File: src/rtl/bus_rx_node.sv
// Single-wire node bus receiver: deserializes frames, filters on destination address and checks the CRC-4.
// Optional macro BUS_RX_BROADCAST_EN makes dest 4'hF match every node.
module bus_rx_node #(
  parameter int          DATA_W   = 64,
  parameter logic [3:0]  CRC_POLY = 4'h3,
  parameter logic [3:0]  CRC_INIT = 4'h0
) (
  input  logic              clock,
  input  logic              reset_n,
  input  logic              bus,
  input  logic [3:0]        addr,
  output logic [DATA_W-1:0] data,
  output logic [3:0]        src_addr,
  output logic [1:0]        mod,
  output logic              valid,
  output logic              crc_err,
  output logic              frame_err
);

  typedef enum logic [2:0] {
    S_IDLE,
    S_HDR,
    S_PAY,
    S_CRCF,
    S_STOP,
    S_WAIT_HI
  } state_t;

  state_t             r_state;
  state_t             w_state_nxt;
  logic [6:0]         r_cnt;
  logic [6:0]         w_cnt_nxt;
  logic [3:0]         r_crc;
  logic [3:0]         w_crc_nxt;
  logic [3:0]         w_crc_step;
  logic [8:0]         r_hdr;
  logic [3:0]         r_dest;
  logic [3:0]         r_src;
  logic [1:0]         r_mod;
  logic [DATA_W-1:0]  r_shift;
  logic [3:0]         r_crc_rx;
  logic               w_eval;
  logic               w_ferr;
  logic               w_match;
  logic               w_crc_ok;
  logic               w_set_valid;
  logic               w_set_crc_err;

  assign w_crc_step = {r_crc[2:0], 1'b0} ^ ((r_crc[3] ^ bus) ? CRC_POLY : 4'h0);
  assign w_crc_ok   = (r_crc == r_crc_rx);

`ifdef BUS_RX_BROADCAST_EN
  assign w_match = (r_dest == addr) || (r_dest == 4'hF);
`else
  assign w_match = (r_dest == addr);
`endif

  assign w_set_valid   = w_eval & w_match & w_crc_ok;
  assign w_set_crc_err = w_eval & w_match & ~w_crc_ok;

  always_ff @(posedge clock or negedge reset_n) begin
    if (!reset_n) begin
      r_state <= S_IDLE;
      r_cnt   <= 7'd0;
      r_crc   <= CRC_INIT;
    end else begin
      r_state <= w_state_nxt;
      r_cnt   <= w_cnt_nxt;
      r_crc   <= w_crc_nxt;
    end
  end

  always_comb begin
    w_state_nxt = r_state;
    w_cnt_nxt   = r_cnt;
    w_crc_nxt   = r_crc;
    w_eval      = 1'b0;
    w_ferr      = 1'b0;
    case (r_state)
      S_IDLE: begin
        if (!bus) begin
          w_state_nxt = S_HDR;
          w_cnt_nxt   = 7'd10;
          w_crc_nxt   = CRC_INIT;
        end
      end
      S_HDR: begin
        w_crc_nxt = w_crc_step;
        w_cnt_nxt = r_cnt - 7'd1;
        if (r_cnt == 7'd1) begin
          // mod is the last two header bits: the previous bit and the one on the wire now
          w_state_nxt = S_PAY;
          w_cnt_nxt   = 7'd8 << {r_hdr[0], bus};
        end
      end
      S_PAY: begin
        w_crc_nxt = w_crc_step;
        w_cnt_nxt = r_cnt - 7'd1;
        if (r_cnt == 7'd1) begin
          w_state_nxt = S_CRCF;
          w_cnt_nxt   = 7'd4;
        end
      end
      S_CRCF: begin
        w_cnt_nxt = r_cnt - 7'd1;
        if (r_cnt == 7'd1) begin
          w_state_nxt = S_STOP;
        end
      end
      S_STOP: begin
        if (bus) begin
          w_state_nxt = S_IDLE;
          w_eval      = 1'b1;
        end else begin
          w_state_nxt = S_WAIT_HI;
          w_ferr      = 1'b1;
        end
      end
      S_WAIT_HI: begin
        if (bus) begin
          w_state_nxt = S_IDLE;
        end
      end
      default: begin
        w_state_nxt = S_IDLE;
      end
    endcase
  end

  always_ff @(posedge clock or negedge reset_n) begin
    if (!reset_n) begin
      r_hdr    <= 9'd0;
      r_dest   <= 4'd0;
      r_src    <= 4'd0;
      r_mod    <= 2'd0;
      r_shift  <= '0;
      r_crc_rx <= 4'd0;
    end else begin
      case (r_state)
        S_IDLE: begin
          if (!bus) begin
            r_shift <= '0;
          end
        end
        S_HDR: begin
          r_hdr <= {r_hdr[7:0], bus};
          if (r_cnt == 7'd1) begin
            {r_dest, r_src, r_mod} <= {r_hdr, bus};
          end
        end
        S_PAY: begin
          r_shift <= {r_shift[DATA_W-2:0], bus};
        end
        S_CRCF: begin
          r_crc_rx <= {r_crc_rx[2:0], bus};
        end
        default: begin
        end
      endcase
    end
  end

  // Result pulses are registered, so they appear in the cycle after the stop bit while IDLE looks for the next start.
  always_ff @(posedge clock or negedge reset_n) begin
    if (!reset_n) begin
      valid     <= 1'b0;
      crc_err   <= 1'b0;
      frame_err <= 1'b0;
      data      <= '0;
      src_addr  <= 4'd0;
      mod       <= 2'd0;
    end else begin
      valid     <= w_set_valid;
      crc_err   <= w_set_crc_err;
      frame_err <= w_ferr;
      if (w_set_valid) begin
        data     <= r_shift;
        src_addr <= r_src;
        mod      <= r_mod;
      end
    end
  end

endmodule

File: config.mk
export PLATFORM = sky130hd
export DESIGN_NAME = bus_rx_node
export DESIGN_NICKNAME = d
export VERILOG_FILES = /design/src/rtl/bus_rx_node.sv
export SDC_FILE = /design/constraint.sdc
export NUM_CORES = 1
export LEC_CHECK = 0
export ABC_AREA = 1
export BUFFER_PORTS_ARGS = -buffer_cell sky130_fd_sc_hd__buf_2
export CELL_PAD_IN_SITES_DETAIL_PLACEMENT = 2
export CELL_PAD_IN_SITES_GLOBAL_PLACEMENT = 2
export CORE_AREA = 2 2 137 139
export DETAILED_ROUTE_END_ITERATION = 8
export DIE_AREA = 0 0 139 141
export PLACE_DENSITY = 0.89
export SLEW_MARGIN = 10
export SYNTH_ARGS = -nofsm -noshare
export SYNTH_HDL_FRONTEND = slang
export SYNTH_SLANG_ARGS = --single-unit
File: constraint.sdc
create_clock -name clock -period 4.9 [get_ports clock]
set_clock_uncertainty 0.05 [all_clocks]
set_input_delay 0.49 -clock clock [delete_from_list [all_inputs] [get_ports clock]]
set_output_delay 0.49 -clock clock [all_outputs]
set_load 0.02 [all_outputs]
# After elaboration in Yosys (flattened, before gate mapping)
# Index checks and enable logic that the tools add are counted.
dict set report totals {
  reg_bits 174
  in_bits 7
  output_inout_bits 73
  wordCells 66
}
dict set report classes {
  add_sub_neg 1
  eq_ne 13
  shifts 1
  muxes 20
  n_bitwise 6
  n_reduce_logical 10
}
# op n
set ops {}
lappend ops {{case mux 64 bit (2 select lines)} 1}
lappend ops {{two-way mux 64 bit} 1}
lappend ops {{case mux 7 bit (4 select lines)} 1}
lappend ops {{two-way mux 7 bit} 3}
lappend ops {{two-way mux 3 bit} 6}
lappend ops {{case mux 3 bit (6 select lines)} 1}
lappend ops {{!= test 2 bit, second input constant} 5}
lappend ops {{equality test 4 bit} 2}
lappend ops {{case mux 4 bit (2 select lines)} 1}
lappend ops {{AND reduction 2 bit} 4}
lappend ops {{equality test 7 x 1 -> 1 bit, second input constant} 1}
lappend ops {{left shift 4 x 2 -> 7 bit, first input constant} 1}
lappend ops {{subtractor 7 x 1 -> 7 bit, second input constant} 1}
lappend ops {{equality test 3 x 2 -> 1 bit, second input constant} 2}
lappend ops {{equality test 3 bit, second input constant} 2}
lappend ops {{AND reduction 5 bit} 1}
lappend ops {{two-way mux 1 bit} 4}
lappend ops {{two-way mux 4 bit} 1}
lappend ops {{nonzero test 2 bit} 2}
lappend ops {{nonzero test 4 bit} 1}
lappend ops {{bitwise XOR 4 x 2 -> 4 bit} 1}
lappend ops {{bitwise AND 1 bit} 3}
lappend ops {{equality test 3 x 1 -> 1 bit, second input constant} 1}
lappend ops {{logical NOT 3 bit} 1}
lappend ops {{other kinds (4)} 4}

# Depth between registers and ports, before layout
# Gate-level depths: netlist (run 1).
dict set report logic_depth {
  depth_word 4
  depth_mapped 10
  depth_no_buf 9
}

# Worst setup path after synthesis (run 1)
# No wires, ideal clock.
dict set report synth_timing {
  path_kind {register to register}
  startpoint {register r_cnt[1]}
  endpoint {register r_mod[1]}
  arrival_time_ps 1419
  required_ps 4720
  setup_slack_ps 3301
  path_stages_with_launch 11
  n_path_buf 1
  path_cell_list {dfrtp_1 inv_1 ha_1 inv_1 nor2_1 nand3_2 nor2_4 inv_2 buf_2 nand2_1 o21ai_0}
}
dict set report synth_via {
  elab_chain_cells 2
}
# element line_no
set synth_lines {}
lappend synth_lines {{from (decl)} 31} ;# logic [6:0] r_cnt;
lappend synth_lines {{from (signal assigned)} 68} ;# r_cnt <= w_cnt_nxt;
lappend synth_lines {{equality test 7 x 1 -> 1 bit} 147} ;# if (r_cnt == 7'd1) begin
lappend synth_lines {{AND reduction 2 bit (no line)} n/a}
lappend synth_lines {{to (signal assigned)} 148} ;# {r_dest, r_src, r_mod} <= {r_hdr, bus};
lappend synth_lines {{to (decl)} 39} ;# logic [1:0] r_mod;
# No other way between the ends.
# A chain may end at the register's enable or synchronous reset.

# Worst setup path after layout (run 1)
dict set report layout_timing {
  startpoint {register r_state[1]}
  endpoint {register r_shift[41]}
}
dict set report layout_via {
  elab_chain_cells 3
}
# element line_no
set layout_lines {}
lappend layout_lines {{from (decl)} 29} ;# state_t r_state;
lappend layout_lines {{from (signal assigned)} 67} ;# r_state <= w_state_nxt;
lappend layout_lines {{equality test 3 x 2 -> 1 bit or logical NOT 3 bit (tied branches)} 139} ;# case (r_state)
lappend layout_lines {{nonzero test 2 bit (no line) or != test 2 bit (tied branches)} n/a}
lappend layout_lines {{AND reduction 2 bit (no line)} n/a}
lappend layout_lines {{to (signal assigned)} 152} ;# r_shift <= {r_shift[DATA_W-2:0], bus};
lappend layout_lines {{to (decl)} 40} ;# logic [DATA_W-1:0] r_shift;
# Parallel ways exist; a longest one is shown, timed or not.

==> metrics, run 1 <==
Lkg Pwr 4.552 nW; Core ar. 18270 um^2; status completed; # IOs 80; TritonCTS Buffers 17; slew margin rel. 0.3100; post-DR wirelength/cell 18.14 um; CTS Hold Bufs 0; GPL Wtd Cong 0.7447; r2r setup slk 2.52 ns; FFs w/ async S/R, synth 1.000; CTS resizes 0; DRC 0; first-pass GRT wire length 32320 um; CP max FO 59; Worst path top cell family by delay simple AND/OR/NAND/NOR gates; Primary FF master, synth dfrtp_1; layout cells sized above 1 0.1552; Worst path depth 7; Slew @ Worst Pin 1.035 ns; Avg Inst Size Synth 9.371 um^2; EDFF count, synth 0; clock sink total 174; Fin. Hold Viols 0; Synth Instances 747; Vias/cell 4.999; crit path capture type flip-flop; Routed Antenna Nets 0; vias in the first global route 6171; Post-CTS Setup Inserts 0; pwr dens 377.8 nW/um^2; pin count of the biggest net entering global routing 109; Fin Setup TNS 0 ns; Worst Path Required 5.12 ns; First-pass DRT Iterations 4; Mapped Area 7000 um^2; dpl hpwl 11850 um; Hold Path Class input port to asynchronous set/reset pin; sequential element share of the synthesized area 0.6220; CTS HTree Levels 4; synthesis-stage register bit count 174; Post-Place Cells 1033; Remaining Overflow, GRT 0; IR drop worst, VDD 244.3 uV; Die Wd 139 um; Crit Reg-Reg Endpoint r_shift[41]; worst skew pair latency 0.43 ns; DIE AREA 19600 um^2; post-layout minimum cycle time 2.377 ns; Total Nets Final 827; Reg2Reg Depth 7; Critical-path top delay cell buf_4; fillers 1965; CTS Buffer Depth 2; CP peak stage delay 0.54 ns; period utilization 0.4852; chip height 141 um; Worst-path clk slew 0.07 ns; Final Util 0.4427; initial antenna violation count 0; synthesis-to-finish area growth 15.51%; Buf/Inv on CP 2; RSZ-0062 raised after global routing false; CTS tree done; Critical Path AT 2.60 ns; final setup vio count 0; # port buffers 79; maxcap violations 0; FMAX 420.6 MHz; end point of the critical path r_shift[41]; Crit Path Class flip-flop to flip-flop; Slew Limit Fails 0; Post-Route WL 19320 um; CTS root buf clkbuf_16; Synth Warn # 0; Layout Cells excl Fill 1065; syn nets 756; Total GRT Usage 0.2084; DR iter-0 viols 211; CP Cell Sequence nor2_2 -> inv_1 -> nor2_1 -> nand2_1 -> nand2_2 -> buf_4 -> o22ai_1; DR vias 5324; Critical Path Source r_state[1]; Starting Density 0.3832; crit path launch type flip-flop; reg-to-reg startpoint r_state[1]; Unique masters post-synth 31; Std-Cell Rows 50; diode count 0
[worst min path at each step]
stage	to	slack (ns)	cells after the start
final	data[38]	0.12	1
after floorplan	crc_err	0.14	0
after global routing	data[53]	0.19	1
after detailed placement	data[4]	0.41	2
after CTS	data[38]	0.18	1
after global placement	data[21]	0.40	2
[power breakdown]
group / switching [mW] / internal (mW)
clock network: 0.625 / 0.786
logic: 0.0977 / 0.0475
registers: 0.0257 / 1.47
[synthesized netlist by cell type, types with 2 or more instances]
cell      count  share of area
nand3_2       2         0.0029
xnor2_1       3         0.0038
dfrtp_1     174           0.62
buf_4         6         0.0064
o22ai_1      66          0.059
clkbuf_1      2         0.0011
nor2_1       16         0.0086
nor3_1        2         0.0014
nor2_2        3         0.0027
ha_1          2         0.0036
inv_2         2         0.0011
a21oi_1       2         0.0014
buf_6        14          0.023
o21ai_0      25          0.018
nand3_1      10         0.0071
o21ai_1       5         0.0036
nand2_1     284           0.15
buf_2         9         0.0064
o211ai_1      2         0.0021
inv_1       104          0.056
nand4_1       4         0.0036
[layout by cell type, fill, tap and decap left out, types with 2 or more instances in the layout]
master     count
buf_4          4
o21ai_0       25
inv_2          2
xnor2_1        3
bufinv_16      2
dfrtp_1      174
inv_6          4
o22ai_1       66
o211ai_1       2
nand4_1        4
o21ai_1        5
nand2_1      284
nor3_1         2
nand3_2        3
buf_2         78
inv_8          3
inv_1        104
ha_1           2
clkinv_4       5
nor2_2         3
a21oi_1        2
clkbuf_16     17
nor2_1        16
nand3_1        9
[metal layers]
layer,vias up,GRT usage,routed length (um)
li1,2473,-,-
met1,2731,0.2534,8160
met5,-,0,0
met4,0,0.05688,261
met3,22,0.04144,607
met2,98,0.3788,10300
[cells by family after synthesis]
logic type	count (synthesis)	share of synthesized area
buf+inv	137	0.09330
simple gates	327	0.1889
fa+ha+maj	2	0.003574
flops	174	0.6220
xor+xnor	4	0.005005
compound gates	103	0.08722
[through the flow]
step                total power [mW]  cell area [um^2]  worst slack [ns]  hold WS, ns
detailed placement             1.671              7475             2.608       0.4067
global placement               1.658              7475             2.695       0.4000
global route                   3.174              8087             2.341       0.1917
CTS                            3.087              8087             2.534       0.1835
finish                         3.055              8087             2.523       0.1173
floorplan                      1.604              7000             3.301       0.1444
[registers in the layout, indices dropped and copies added, names as in the netlist, 2 cells and up]
register,cells
r_shift,64
r_state,3
r_hdr,9
mod,2
r_dest,4
data,64
r_cnt,7
r_crc_rx,4
r_mod,2
r_crc,4
r_src,4
src_addr,4
[worst register-to-register path: stages (launching register included)]
cell,delay (ns)
dfrtp_1,0.45
nor2_2,0.19
inv_1,0.11
nor2_1,0.24
nand2_1,0.23
nand2_2,0.20
buf_4,0.54
o22ai_1,0.22
[layout make-up]
class / count / area [um^2] / area share
timing repair buffer: 83 / 431.7 / 0.05338
multi-input combinational: 436 / 1998 / 0.2471
clock inverter: 14 / 172.7 / 0.02135
clock buffer: 18 / 439.2 / 0.05431
tap: 234 / 292.8 / 0.03621
inverter: 106 / 397.9 / 0.04920
sequential: 174 / 4354 / 0.5384
(Power assumes the default switching activity.)
==> run 2: changes to the inputs <==
--- a/config.mk
+++ b/config.mk
@@ -5,14 +5,14 @@
 export SDC_FILE = /design/constraint.sdc
 export NUM_CORES = 1
 export LEC_CHECK = 0
-export ABC_AREA = 1
+export ABC_AREA = 0
 export BUFFER_PORTS_ARGS = -buffer_cell sky130_fd_sc_hd__buf_2
 export CELL_PAD_IN_SITES_DETAIL_PLACEMENT = 2
 export CELL_PAD_IN_SITES_GLOBAL_PLACEMENT = 2
-export CORE_AREA = 2 2 137 139
+export CORE_AREA = 2 2 143 145
 export DETAILED_ROUTE_END_ITERATION = 8
-export DIE_AREA = 0 0 139 141
-export PLACE_DENSITY = 0.89
+export DIE_AREA = 0 0 145 147
+export PLACE_DENSITY = 0.79
 export SLEW_MARGIN = 10
 export SYNTH_ARGS = -nofsm -noshare
 export SYNTH_HDL_FRONTEND = slang
==> constraint.sdc (replaced) <==
create_clock -name clock -period 2.16 [get_ports clock]
set_clock_uncertainty 0.05 [all_clocks]
set_input_delay 0.216 -clock clock [delete_from_list [all_inputs] [get_ports clock]]
set_output_delay 0.216 -clock clock [all_outputs]
set_load 0.02 [all_outputs]
==> run 2 against run 1 <==
Register-to-register slack worse by 2.5 ns. Sequential power rose to 2.6 times the previous value. Count of clock-buffer cells in the layout down 1. Worst hold slack better by 0.086 ns. Core utilization down 1.0 points. Cell count down 20%. Worst setup slack worse by 2.5 ns. Synthesized cell count down 35%. Die area up 8.8%. First-iteration DRC count down 18%.
==> metrics, run 2 <==
synthesis-stage register bit count 174; Final Util 0.4325; Worst Path Required 2.42 ns; top cell type's share of synthesized area 0.6090; slew margin rel. 0.6968; Fin. Hold Viols 0; worst skew pair latency 0.43 ns; Hold Path Class input port to flip-flop; synthesis-to-finish area growth 20.04%; CTS root buf clkbuf_16; Power Total 9.031 mW; Area contributors post-synth dfrtp_1 (61%), mux2_4 (15%), a22o_1 (7.7%), mux2_2 (3.2%), buf_6 (1.1%); Post-synth top cells dfrtp_1 (174), mux2_4 (70), a22o_1 (63); initial antenna violation count 0; Post-Route WL 17590 um; CP max FO 35; Starting Density 0.3603; Min Hold Slack 0.2036 ns; CTS HTree Levels 4; DP Worst Slack 0.1001 ns; Total GRT Usage 0.1721; diode count 0; largest registers data x64, r_shift x64, r_hdr x9; met3 GRT Util 0.03478; Synth Instances 482; Vias/cell 5.154; met2 Usage GRT 0.2867; # port buffers 79; Critical Path AT 2.38 ns; maxcap violations 0; Fin Setup TNS 0 ns; layout cells sized above 1 0.3915; DR iter-0 viols 174; chip height 147 um; FMAX 471.4 MHz; final setup vio count 0; Unique masters post-synth 48; status completed; Post-Place Cells 819; most frequent cells in the layout dfrtp_1 (173), buf_2 (78), mux2_4 (70); vias in the first global route 4914; # IOs 80; crit path capture type flip-flop; Routed Antenna Nets 0; DIE AREA 21320 um^2; Die Wd 145 um; Mapped Area 7149 um^2; fillers 1919; IR drop worst, VDD 620.0 uV; Slew @ Worst Pin 0.4507 ns; FFs w/ async S/R, synth 1.000; pwr dens 1052 nW/um^2; sequential element share of the synthesized area 0.6090; most common cell after layout, fill and taps aside dfrtp_1; period utilization 0.9820; post-layout minimum cycle time 2.121 ns; GRT met1 Usage 0.2276; first-pass GRT wire length 28970 um; Crit Path Class flip-flop to flip-flop; Slew Limit Fails 0; post-DR wirelength/cell 20.58 um; crit path launch type flip-flop; syn nets 491; GPL Wtd Cong 0.8302; Layout Cells excl Fill 855; Setup WS post-layout 0.03883 ns; Hold Crit Depth 4; Primary FF master, synth dfrtp_1; cell area after layout 8582 um^2; Core ar. 19840 um^2; EDFF count, synth 0; Avg Inst Size Synth 14.83 um^2; Remaining Overflow, GRT 0; Worst-path clk slew 0.07 ns; DR vias 4407; pin count of the biggest net entering global routing 71; CTS Buffer Depth 2; First-pass DRT Iterations 4; Reg2Reg Depth 6; TritonCTS Buffers 17; Lkg Pwr 4.497 nW; CTS tree done; cell with the most instances after synthesis dfrtp_1; Synth Warn # 0; Cell Area, Placed 7925 um^2; Std-Cell Rows 52; Total Nets Final 581; grt peak-use layer met2; cell type with the largest total area after synthesis dfrtp_1; DRC 0; clock sink total 174; dpl hpwl 11010 um
==> run 2: power by group <==
group | leakage, nW | total, mW | internal, mW | switching, mW
sequential | 2.37 | 3.97 | 3.61 | 0.364
combinational | 1.84 | 1.99 | 0.813 | 1.17
clock | 0.287 | 3.07 | 1.65 | 1.42
==> run 2: critical path, stage by stage, from the launching register on <==
cell,delay [ns]
dfrtp_2,0.46
xor2_1,0.18
nor4_4,0.28
buf_4,0.18
nand4_4,0.19
buf_16,0.28
mux2_4,0.34
==> run 2: area by class of cell <==
type	instances	area [um^2]	share of cell area
inverter	10	37.54	0.004374
tap	270	337.8	0.03936
multi-input combinational	269	2604	0.3034
sequential	174	4355	0.5075
clock inverter	15	168.9	0.01968
timing repair buffer	100	653.1	0.07610
clock buffer	17	425.4	0.04957
==> run 2: cells by family (layout without fill, tap and decap cells) <==
kind of cell	Yosys count	count (layout)	share of synthesized area
simple gates	55	55	0.04585
mux	90	90	0.1785
buf+inv	39	142	0.02940
compound gates	111	111	0.1202
flops	174	174	0.6090
fa+ha+maj	2	2	0.003500
xor+xnor	11	11	0.01348
==> run 2: final timing paths <==
check                         start     endpoint  slack, ns
max                        r_crc[2]     data[28]       0.04
min                             bus     r_hdr[0]       0.20
max reg2reg                r_crc[2]     data[28]       0.04
min reg2reg                data[22]     data[22]       0.46
max in group asynchronous   reset_n     data[35]       1.05
min in group asynchronous   reset_n  r_shift[29]       0.23
==> run 2: repair_timing <==
action,in CTS,in global routing
gates cloned,0,2
setup buffers,1,0
endpoints found under the hold margin,40,0
pin swaps,1,0
resized for setup,0,2
hold buffers,1,0
setup endpoints to repair,15,36
==> run 2: per-layer routing <==
layer  up-vias  share of wire  routed length, um
met4         0          0.015                264
met1      2362           0.44               7726
met5         -              0                  0
met3        20          0.028                495
li1       1949              -                  -
met2        76           0.52               9106
